$ cat config.mk
export PLATFORM = sky130hd
export DESIGN_NAME = uart_tx_param
export DESIGN_NICKNAME = d
export VERILOG_FILES = /design/src/rtl/uart_pkg.sv /design/src/rtl/uart_baud_gen.sv /design/src/rtl/uart_tx_param.sv
export SDC_FILE = /design/constraint.sdc
export NUM_CORES = 1
export LEC_CHECK = 0
export CAP_MARGIN = 20
export CORE_MARGIN = 8
export CORE_UTILIZATION = 40
export CTS_CLUSTER_DIAMETER = 50
export DETAILED_ROUTE_END_ITERATION = 8
export PLACE_DENSITY = 0.61
export SKIP_CTS_REPAIR_TIMING = 1
export SYNTH_ARGS = -nofsm -noshare
export SYNTH_HDL_FRONTEND = slang
export SYNTH_SLANG_ARGS = --single-unit
$ cat constraint.sdc
create_clock -name clk -period 2.38 [get_ports clk]
set_input_delay 0.714 -clock clk [delete_from_list [all_inputs] [get_ports clk]]
set_output_delay 0.714 -clock clk [all_outputs]
set_load 0.005 [all_outputs]
$ cat src/rtl/uart_pkg.sv
// Shared UART types and frame arithmetic for the transmitter and the future receiver.
// Pure declarations: no latency or flow control of its own.
package uart_pkg;

    typedef enum logic [2:0] {
        IDLE,
        START,
        DATA,
        PARITY,
        STOP
    } uart_tx_state_e;

`ifdef UART_TX_PARITY_EN
    localparam int unsigned UART_PARITY_BITS = 1;
`else
    localparam int unsigned UART_PARITY_BITS = 0;
`endif

    // Clock cycles from the start bit's first cycle through the last stop cycle.
    function automatic int unsigned uart_frame_cycles(
        input int unsigned clks_per_bit,
        input int unsigned data_w,
        input int unsigned parity_bits,
        input int unsigned stop_bits
    );
        return clks_per_bit * (1 + data_w + parity_bits + stop_bits);
    endfunction

endpackage

$ cat src/rtl/uart_baud_gen.sv
// Bit-period counter: bit_tick in the last cycle of each CLKS_PER_BIT period while enabled.
// Zero latency on bit_tick; sync clear restarts the period, no backpressure.
module uart_baud_gen #(
    parameter int CLKS_PER_BIT = 16
) (
    input  logic clk,
    input  logic rst_n,
    input  logic clear,
    input  logic en,
    output logic bit_tick
);

    localparam int CW = $clog2(CLKS_PER_BIT);
    localparam logic [CW-1:0] LAST = CW'(CLKS_PER_BIT - 1);

    logic [CW-1:0] cnt;

    assign bit_tick = en && (cnt == LAST);

    always_ff @(posedge clk or negedge rst_n) begin
        if (!rst_n) begin
            cnt <= '0;
        end else if (clear) begin
            cnt <= '0;
        end else if (en) begin
            cnt <= bit_tick ? '0 : cnt + CW'(1);
        end
    end

endmodule

$ cat src/rtl/uart_tx_param.sv
// Parametrised UART transmitter (parity bit with UART_TX_PARITY_EN); start bit on tx the cycle after accept.
// Backpressure: tx_ready only in IDLE, so the source holds tx_valid/tx_data until the frame ends.
module uart_tx_param
    import uart_pkg::*;
#(
    parameter int DATA_W       = 8,
    parameter int CLKS_PER_BIT = 16,
    parameter int STOP_BITS    = 1,
    parameter int PARITY_ODD   = 0
) (
    input  logic              clk,
    input  logic              rst_n,
    input  logic              tx_valid,
    input  logic [DATA_W-1:0] tx_data,
    output logic              tx_ready,
    output logic              tx,
    output logic              tx_busy,
    output logic              tx_done
);

    if (DATA_W < 5 || DATA_W > 16) begin : g_bad_data_w
        $error("uart_tx_param: DATA_W must be 5..16");
    end
    if (CLKS_PER_BIT < 2) begin : g_bad_clks
        $error("uart_tx_param: CLKS_PER_BIT must be >= 2");
    end
    if (STOP_BITS != 1 && STOP_BITS != 2) begin : g_bad_stop
        $error("uart_tx_param: STOP_BITS must be 1 or 2");
    end
    if (PARITY_ODD != 0 && PARITY_ODD != 1) begin : g_bad_parity
        $error("uart_tx_param: PARITY_ODD must be 0 or 1");
    end

    localparam int BW = $clog2(DATA_W + 1);
    localparam logic [BW-1:0] LAST_BIT  = BW'(DATA_W - 1);
    localparam logic          LAST_STOP = (STOP_BITS == 2);

    uart_tx_state_e    state, state_d;
    logic [DATA_W-1:0] shreg, shreg_d;
    logic [BW-1:0]     bit_cnt, bit_cnt_d;
    logic              stop_cnt, stop_cnt_d;
    logic              tx_d;
    logic              accept;
    logic              bit_tick;

    assign tx_ready = (state == IDLE);
    assign tx_busy  = (state != IDLE);
    assign accept   = tx_valid && tx_ready;

    uart_baud_gen #(
        .CLKS_PER_BIT(CLKS_PER_BIT)
    ) u_baud (
        .clk     (clk),
        .rst_n   (rst_n),
        .clear   (accept),
        .en      (tx_busy),
        .bit_tick(bit_tick)
    );

`ifdef UART_TX_PARITY_EN
    // Parity is taken from the word as accepted, before any shifting.
    logic par_q;

    always_ff @(posedge clk or negedge rst_n) begin
        if (!rst_n) begin
            par_q <= 1'b0;
        end else if (accept) begin
            par_q <= (^tx_data) ^ 1'(PARITY_ODD);
        end
    end
`endif

    always_comb begin
        state_d    = state;
        shreg_d    = shreg;
        bit_cnt_d  = bit_cnt;
        stop_cnt_d = stop_cnt;
        tx_done    = 1'b0;
        case (state)
            IDLE: begin
                if (accept) begin
                    state_d = START;
                    shreg_d = tx_data;
                end
            end
            START: begin
                if (bit_tick) begin
                    state_d   = DATA;
                    bit_cnt_d = '0;
                end
            end
            DATA: begin
                if (bit_tick) begin
                    if (bit_cnt == LAST_BIT) begin
`ifdef UART_TX_PARITY_EN
                        state_d = PARITY;
`else
                        state_d = STOP;
`endif
                        stop_cnt_d = 1'b0;
                    end else begin
                        shreg_d   = shreg >> 1;
                        bit_cnt_d = bit_cnt + BW'(1);
                    end
                end
            end
            PARITY: begin
                if (bit_tick) begin
                    state_d    = STOP;
                    stop_cnt_d = 1'b0;
                end
            end
            STOP: begin
                if (bit_tick) begin
                    if (stop_cnt == LAST_STOP) begin
                        state_d = IDLE;
                        tx_done = 1'b1;
                    end else begin
                        stop_cnt_d = 1'b1;
                    end
                end
            end
            default: state_d = IDLE;
        endcase

        // tx is registered, so it follows the state being entered.
        case (state_d)
            START:   tx_d = 1'b0;
            DATA:    tx_d = shreg_d[0];
`ifdef UART_TX_PARITY_EN
            PARITY:  tx_d = par_q;
`endif
            default: tx_d = 1'b1;
        endcase
    end

    always_ff @(posedge clk or negedge rst_n) begin
        if (!rst_n) begin
            state    <= IDLE;
            shreg    <= '0;
            bit_cnt  <= '0;
            stop_cnt <= 1'b0;
            tx       <= 1'b1;
        end else begin
            state    <= state_d;
            shreg    <= shreg_d;
            bit_cnt  <= bit_cnt_d;
            stop_cnt <= stop_cnt_d;
            tx       <= tx_d;
        end
    end

endmodule

==> impl_metrics.ini, run 1 <==
[timing]
period_needed_ns = 2.30
timing.slew.headroom = 0.739
slew_violations = 0
finClkSkew_ns = 0.00408
rsz0062_at_grt = no
setup_violations = 0
period_share = 0.965
worst_slew_pin_slew_ns = 0.390
hold_viol = 0
whs_ns = 0.517
max_freq_ghz = 0.436

[yosys]
ys_warn_count = 0
synth_top_area_frac = 0.470
synth_most_common_cell = dfrtp_1
synth_largest_area_cell = dfrtp_1
synth-edff-count = 0
avgSynthCellArea_um2 = 10.0
synthDistinctLibCells = 33
synth_fp_nets = 114
ys_ff_latch = 20
synth_top_cells_by_count = dfrtp_1 (19), nor2_1 (10), o21ai_0 (8), nand2_1 (7)
syn_area_mm2 = 0.00101
yosys_most_used_dff = dfrtp_1
synthCells = 101
async_flop_share = 1.00
ys_seq_area_frac = 0.496
synth_area_leaders = dfrtp_1 (47%), a221o_1 (5.9%), o21ai_0 (4.0%)

[placement]
dp_hpwl_mm = 1.48
gp_congestion = 0.784
portBuffers = 14

[power]
pwr-share-clk = 0.203
pwr-share-comb = 0.385
p_leak_nw = 0.618
internal_power_uw = 938
powerDensity_mw_per_mm2 = 1020
p_sw_uw = 442
p_seq_frac = 0.412
switching_share = 0.320
ir_worst_vdd_mv = 0.596
fin_total_pwr_mw = 1.38

[route]
ant_nets = 0
drt_pass1_iterations = 4
drt-total-wl_mm = 2.17
wl_per_cell_um = 13.9
post-route-drc-count = 0
routed_via_density = 5.33
routed-via-count = 832
initialDrtViolationCount = 57

[run_status]
outcome = finished, final reports clean

[die]
fp.dieW_um = 66.3
die-area_mm2 = 0.00440
start_util = 0.416
die_height_um = 66.3
rows = 18
io_pins = 15
core_area_mm2 = 0.00243

[min_path]
worstHoldPathType = register to register

[setup_path]
path_class = register to output port
arrival_ns = 1.58
worst-path-stages = 2
endpoint_kind = output port
timing.reg2reg.setup_slack_ns = 0.41
crit_start = state[1]
max_stage_delay_ns = 0.46
endpoint = tx_busy
crit_chain = or3_4 -> clkdlybuf4s50_1
r2r_start = bit_cnt[0]
r2r-end = bit_cnt[3]
cp_top_family = buffers and inverters
worst_path_max_delay_cell = clkdlybuf4s50_1
reg2reg_depth = 5
startpoint_type = register
required_ns = 1.67
crit_fanout = 5
cp_num_buf_inv = 1

[clock_tree]
root_buffer = clkbuf_4
htreeDepth = 1
cts.sinks = 20
clockBufferDepth = 2
clk_pin_slew_worst_paths_ns = 0.12
clock_latency_ns = 0.30
cts_tree = built
cts_buffers = 3

[global_route]
grt.total_usage = 0.103
grt_pass1_vias = 812
grt_max_degree = 21
overflow = 0
antenna_found_initial = 0
grt_pass1_wl_mm = 3.59

[finish]
n_antenna_cell = 0
drive_gt1_frac = 0.206
area_growth_pct = 33.0
nets = 140

[job]
drv_cap = 0
==> registers in the layout, indices dropped and copies added (netlist names) <==
name / cells
state: 3
u_baud.cnt: 4
tx: 1
bit_cnt: 4
shreg: 8
==> layer usage <==
metal / vias to the layer above / track usage / share of wire / wire, um
met5: - / 0 / 0 / 0
met4: 0 / 0.0480 / 0.012 / 27
met3: 4 / 0.0254 / 0.035 / 76
met2: 13 / 0.156 / 0.49 / 1060
met1: 396 / 0.133 / 0.46 / 1010
li1: 419 / - / - / -
==> cell type report <==
type	instances	area, um^2
sequential	20	502
clock inverter	1	30.0
fill	215	1090
timing repair buffer	27	243
inverter	4	15.0
multi-input combinational	71	497
clock buffer	3	22.5
tap	30	37.5
==> cell families (layout without fill, tap and decap cells) <==
kind of cell | count (synthesis) | after routing | share of synthesized area
DFF | 20 | 20 | 0.496
buffers and inverters | 10 | 35 | 0.0408
and+or+nand+nor | 38 | 38 | 0.216
adders and majority gates | 2 | 2 | 0.0247
AOI/OAI and AO/OA | 28 | 28 | 0.192
muxes | 3 | 3 | 0.0309
==> per-stage QoR <==
stage | setup TNS (ns) | std cells | area [um^2] | setup WS (ns) | util
after floorplan | 0 | 101 | 1010 | 0.507 | -
after global placement | 0 | 147 | 1220 | 0.0777 | 0.503
after detailed placement | 0 | 147 | 1220 | 0.0360 | 0.503
after CTS | -0.354 | 151 | 1280 | -0.168 | 0.525
after global routing | 0 | 156 | 1350 | 0.0503 | 0.553
final | 0 | 156 | 1350 | 0.0839 | 0.553
==> power by group through the flow <==
stage	combinational [mW]	clock (mW)	sequential [mW]
6_report	0.532	0.280	0.569
3_3_place_gp	0.425	0	0.560
4_1_cts	0.436	0.289	0.554
2_1_floorplan	0.297	0	0.541
5_1_grt	0.591	0.303	0.583
3_5_place_dp	0.438	0	0.559
==> worst min-delay path by stage <==
| stage | from | end | cells after the start |
|---|---|---|---|
| floorplan | rst_n | bit_cnt[0] | 0 |
| global placement | shreg[7] | shreg[6] | 1 |
| detailed placement | shreg[4] | shreg[3] | 1 |
| CTS | shreg[7] | shreg[6] | 1 |
| global route | shreg[1] | shreg[1] | 1 |
| finish | shreg[7] | shreg[6] | 1 |
==> worst reg2reg max path, delay by kind of cell (launching register included) <==
kind,cells,cell delay [ns]
AOI/OAI and AO/OA,1,0.16
adders and majority gates,1,0.21
DFF,1,0.42
and+or+nand+nor,3,1.11
==> placed cells by master, fill, tap and decap left out, drive strengths merged, types with 2 or more instances in the layout <==
cell type,Yosys,layout
dfrtp,19,19
clkbuf,3,3
nor2,10,10
or3,3,3
o21ai,8,8
dlymetal6s2s,0,2
nor4b,2,2
buf,3,13
a21oi,5,5
nand4,2,2
o31ai,2,2
ha,2,2
clkdlybuf4s50,0,12
nand2,7,7
o211ai,2,2
mux2i,2,2
inv,4,4
a221o,6,6
nand3,2,2
and2,6,6
No activity file was read; power rests on OpenSTA's default activity.
==> run 2: changes to the inputs <==
DONT_BUFFER_PORTS = 1   (was not set)
PLACE_DENSITY = 0.53   (was 0.61)
==> run 2 against run 1 <==
  * Final area decreased by 19%
  * Via count decreased by 12%
  * Core utilization is 10 points lower
  * Hold slack worse by 0.43 ns
  * Clock-buffer cell count stayed put
  * Register-to-register slack about the same
  * Critical path depth unchanged
  * Critical path type unchanged
  * Cell count shrank 16%
  * Worst setup slack improved by 0.090 ns
  * Critical endpoint is now tx_ready
==> impl_metrics.ini, run 2 (synthesis results as in run 1) <==
[timing]
slew_violations = 0
period_needed_ns = 2.21
setup_violations = 0
finClkSkew_ns = 0.00132
finalSetupTns_ns = 0
worst_slew_pin_slew_ns = 0.401
max_freq_ghz = 0.453
setup_ws_ns = 0.174
whs_ns = 0.0902
period_share = 0.927
timing.slew.headroom = 0.731
rsz0062_at_grt = no
hold_viol = 0

[die]
die-area_mm2 = 0.00440
start_util = 0.416
core_area_mm2 = 0.00243
rows = 18
io_pins = 15
fp.dieW_um = 66.3
die_height_um = 66.3

[finish]
fin_util = 0.449
drive_gt1_frac = 0.109
fill_cells = 249
n_antenna_cell = 0
fin_cells = 131
most-common-layout-cells = dfrtp_1 (19), nor2_1 (10), o21ai_0 (8)
largest_register = shreg
final_area_mm2 = 0.00109
largest_reg_flops = 8
nets = 115
final_common_cell = dfrtp_1
reg.largest.list = shreg (8), bit_cnt (4), u_baud.cnt (4)
area_growth_pct = 7.79

[route]
wl_per_cell_um = 14.8
post-route-drc-count = 0
drt_pass1_iterations = 4
drt-total-wl_mm = 1.94
routed_via_density = 5.62
routed-via-count = 736
ant_nets = 0
initialDrtViolationCount = 21

[clock_tree]
clk_pin_slew_worst_paths_ns = 0.12
clock_latency_ns = 0.30
cts.sinks = 20
htreeDepth = 1
cts_tree = built
root_buffer = clkbuf_4
clockBufferDepth = 2
cts_buffers = 3

[placement]
place_ws_ns = 0.423
gp_congestion = 0.872
placed_area_mm2 = 0.00104
dp_hpwl_mm = 1.43
dp.cells = 127
portBuffers = 0

[setup_path]
startpoint_type = register
reg2reg_depth = 5
timing.reg2reg.setup_slack_ns = 0.40
crit_fanout = 9
path_class = register to output port
arrival_ns = 1.49
endpoint_kind = output port
r2r-end = bit_cnt[3]
required_ns = 1.67
r2r_start = u_baud.cnt[0]

[global_route]
grt_max_degree = 21
antenna_found_initial = 0
overflow = 0
grt.total_usage = 0.0995
grt_pass1_vias = 761
grt_pass1_wl_mm = 3.44

[run_status]
outcome = finished, final reports clean

[power]
p_leak_nw = 0.475
ir_worst_vdd_mv = 0.548
fin_total_pwr_mw = 1.17
powerDensity_mw_per_mm2 = 1070

[min_path]
worstHoldPathType = input port to async pin

[job]
drv_cap = 0
## run 2: final cells by class
class | count | area (um^2) | area share
timing repair buffer | 2 | 15.0 | 0.0138
sequential | 20 | 502 | 0.460
multi-input combinational | 71 | 469 | 0.430
tap | 30 | 37.5 | 0.0344
clock inverter | 1 | 30.0 | 0.0275
clock buffer | 3 | 22.5 | 0.0206
inverter | 4 | 15.0 | 0.0138
## run 2: report_power, final
group / total (mW) / internal, mW / switching [mW]
registers: 0.588 / 0.469 / 0.120
clock network: 0.277 / 0.170 / 0.107
logic: 0.307 / 0.160 / 0.147
total: 1.17 / 0.798 / 0.374
## run 2: worst max-delay path: stages, from the launching register on
cell and delay (ns):
dfrtp_1 0.49, or3_1 0.51, inv_1 0.19
## run 2: worst max path at each step
stage | end | startpoint
after global placement | bit_cnt[3] | u_baud.cnt[0]
after floorplan | tx_ready | state[2]
final | tx_ready | state[2]
after detailed placement | bit_cnt[3] | u_baud.cnt[0]
after global routing | tx_ready | state[2]
after CTS | tx_ready | state[2]
## run 2: metal layers
metal | wire length (um) | GRT usage | vias up | share of wire
met3 | 117 | 0.0390 | 2 | 0.060
met4 | 15 | 0.0507 | 0 | 0.0077
met2 | 890 | 0.146 | 12 | 0.46
li1 | - | - | 368 | -
met1 | 912 | 0.123 | 354 | 0.47
met5 | 0 | 0 | - | 0
==> run 3: changes to the inputs <==
CAP_MARGIN = 5   (was 20)
RECOVER_POWER = 50   (was not set)
==> run 3 against run 2 <==
  * Routed wire length up 0.15%
  * Hold slack hardly changed
  * Worst setup slack better by 0.00090 ns
  * Fmax about the same
  * Clock power hardly changed
  * Via count increased by 0.41%
  * Register-to-register slack worse by 0.07 ns
  * First-iteration DRC count is the same
  * Global-route usage stayed put
==> impl_metrics.ini, run 3 (synthesis results as in run 1) <==
[route]
initialDrtViolationCount = 21
routed-via-count = 739
route.met3.wl_um = 117
wl_met2_um = 894
drt_pass1_iterations = 4
routed_via_density = 5.64
drt-total-wl_mm = 1.94
ant_nets = 0
highest_layer = met4
m1WireLength_um = 912
post-route-drc-count = 0
wl_per_cell_um = 14.8

[clock_tree]
htreeDepth = 1
cts_tree = built
cts.sinks = 20
cts_buffers = 3
clockBufferDepth = 2
clk_pin_slew_worst_paths_ns = 0.12
clock_latency_ns = 0.30
root_buffer = clkbuf_4

[placement]
portBuffers = 0
gp_congestion = 0.872
dp.cells = 127
dp_hpwl_mm = 1.43
place_ws_ns = 0.423

[finish]
nets = 115
multi_input_area_um2 = 464
ff_latch_area_um2 = 502
fin_cells = 131
final_common_cell = dfrtp_1
n_antenna_cell = 0
most-common-layout-cells = dfrtp_1 (19), nor2_1 (10), o21ai_0 (8)
area_growth_pct = 7.29
drive_gt1_frac = 0.0990
fill_cells = 250
reg.largest.list = shreg (8), bit_cnt (4), u_baud.cnt (4)
largest_reg_flops = 8
largest_register = shreg

[setup_path]
endpoint = tx_ready
r2r-end = bit_cnt[3]
crit_start = state[2]
reg2reg_depth = 5
required_ns = 1.67
crit_chain = or3_1 -> inv_1
max_stage_delay_ns = 0.51
endpoint_kind = output port
startpoint_type = register
timing.reg2reg.setup_slack_ns = 0.33
arrival_ns = 1.49
path_class = register to output port
r2r_start = u_baud.cnt[0]
crit_fanout = 9
worst_path_max_delay_cell = or3_1

[die]
io_pins = 15
core_area_mm2 = 0.00243
die_height_um = 66.3
fp.dieW_um = 66.3
die-area_mm2 = 0.00440
start_util = 0.416
rows = 18

[global_route]
grt.total_usage = 0.0995
overflow = 0
antenna_found_initial = 0
grt_pass1_wl_mm = 3.44
grt_max_degree = 21
grt_pass1_vias = 761

[min_path]
worstHoldPathType = input port to async pin

[timing]
timing.slew.headroom = 0.731
whs_ns = 0.0901
worst_slew_pin_slew_ns = 0.401
finClkSkew_ns = 0.00137
setup_ws_ns = 0.175
slew_violations = 0
finalSetupTns_ns = 0
rsz0062_at_grt = no
hold_viol = 0
period_share = 0.927
setup_violations = 0
period_needed_ns = 2.21
max_freq_ghz = 0.453

[power]
p_leak_nw = 0.475
powerDensity_mw_per_mm2 = 1080
fin_total_pwr_mw = 1.17
ir_worst_vdd_mv = 0.548

[job]
drv_cap = 0

[run_status]
outcome = finished, final reports clean
-- run 3: cell counts in the layout (fill, tap and decap cells not counted) --
No cell type changed its count.
-- run 3: worst max-delay path: cells and delay by family (launching register included) --
family | cells | cell delay (ns)
buf+inv | 1 | 0.19
flops | 1 | 0.49
simple gates | 1 | 0.51
-- run 3: area by class of cell --
| cell class | instances | share of cell area |
|---|---|---|
| inverters | 4 | 0.0138 |
| flip-flops and latches | 20 | 0.462 |
| clock inverters | 1 | 0.0276 |
| repair buffers | 2 | 0.0138 |
| well taps | 30 | 0.0346 |
| clock buffers | 3 | 0.0207 |
| multi-input cells | 71 | 0.427 |
-- run 3: how the worst min path moves through the flow --
stage | startpoint | end | slack (ns) | cells after the start
floorplan | rst_n | bit_cnt[0] | 0.42 | 0
global placement | rst_n | u_baud.cnt[1] | 0.42 | 0
detailed placement | rst_n | u_baud.cnt[1] | 0.42 | 0
CTS | rst_n | u_baud.cnt[1] | 0.08 | 0
global route | rst_n | u_baud.cnt[1] | 0.07 | 0
finish | rst_n | u_baud.cnt[1] | 0.09 | 0
-- run 3: where the power goes --
part           leakage, nW  internal (mW)  switching (mW)
registers            0.251          0.469           0.117
logic                0.196          0.159           0.146
clock network       0.0279          0.170           0.107
-- run 3: layer usage --
metal  GRT usage  vias up
met1       0.123      357
met3      0.0390        2
met4      0.0507        0
met5           0        -
met2       0.146       12
li1            -      368
-- run 3: through the flow --
stage	cell area, um^2	util
5_1_grt	1090	0.447
3_5_place_dp	1040	0.427
3_3_place_gp	1040	0.427
4_1_cts	1090	0.449
6_report	1090	0.447
2_1_floorplan	1010	-
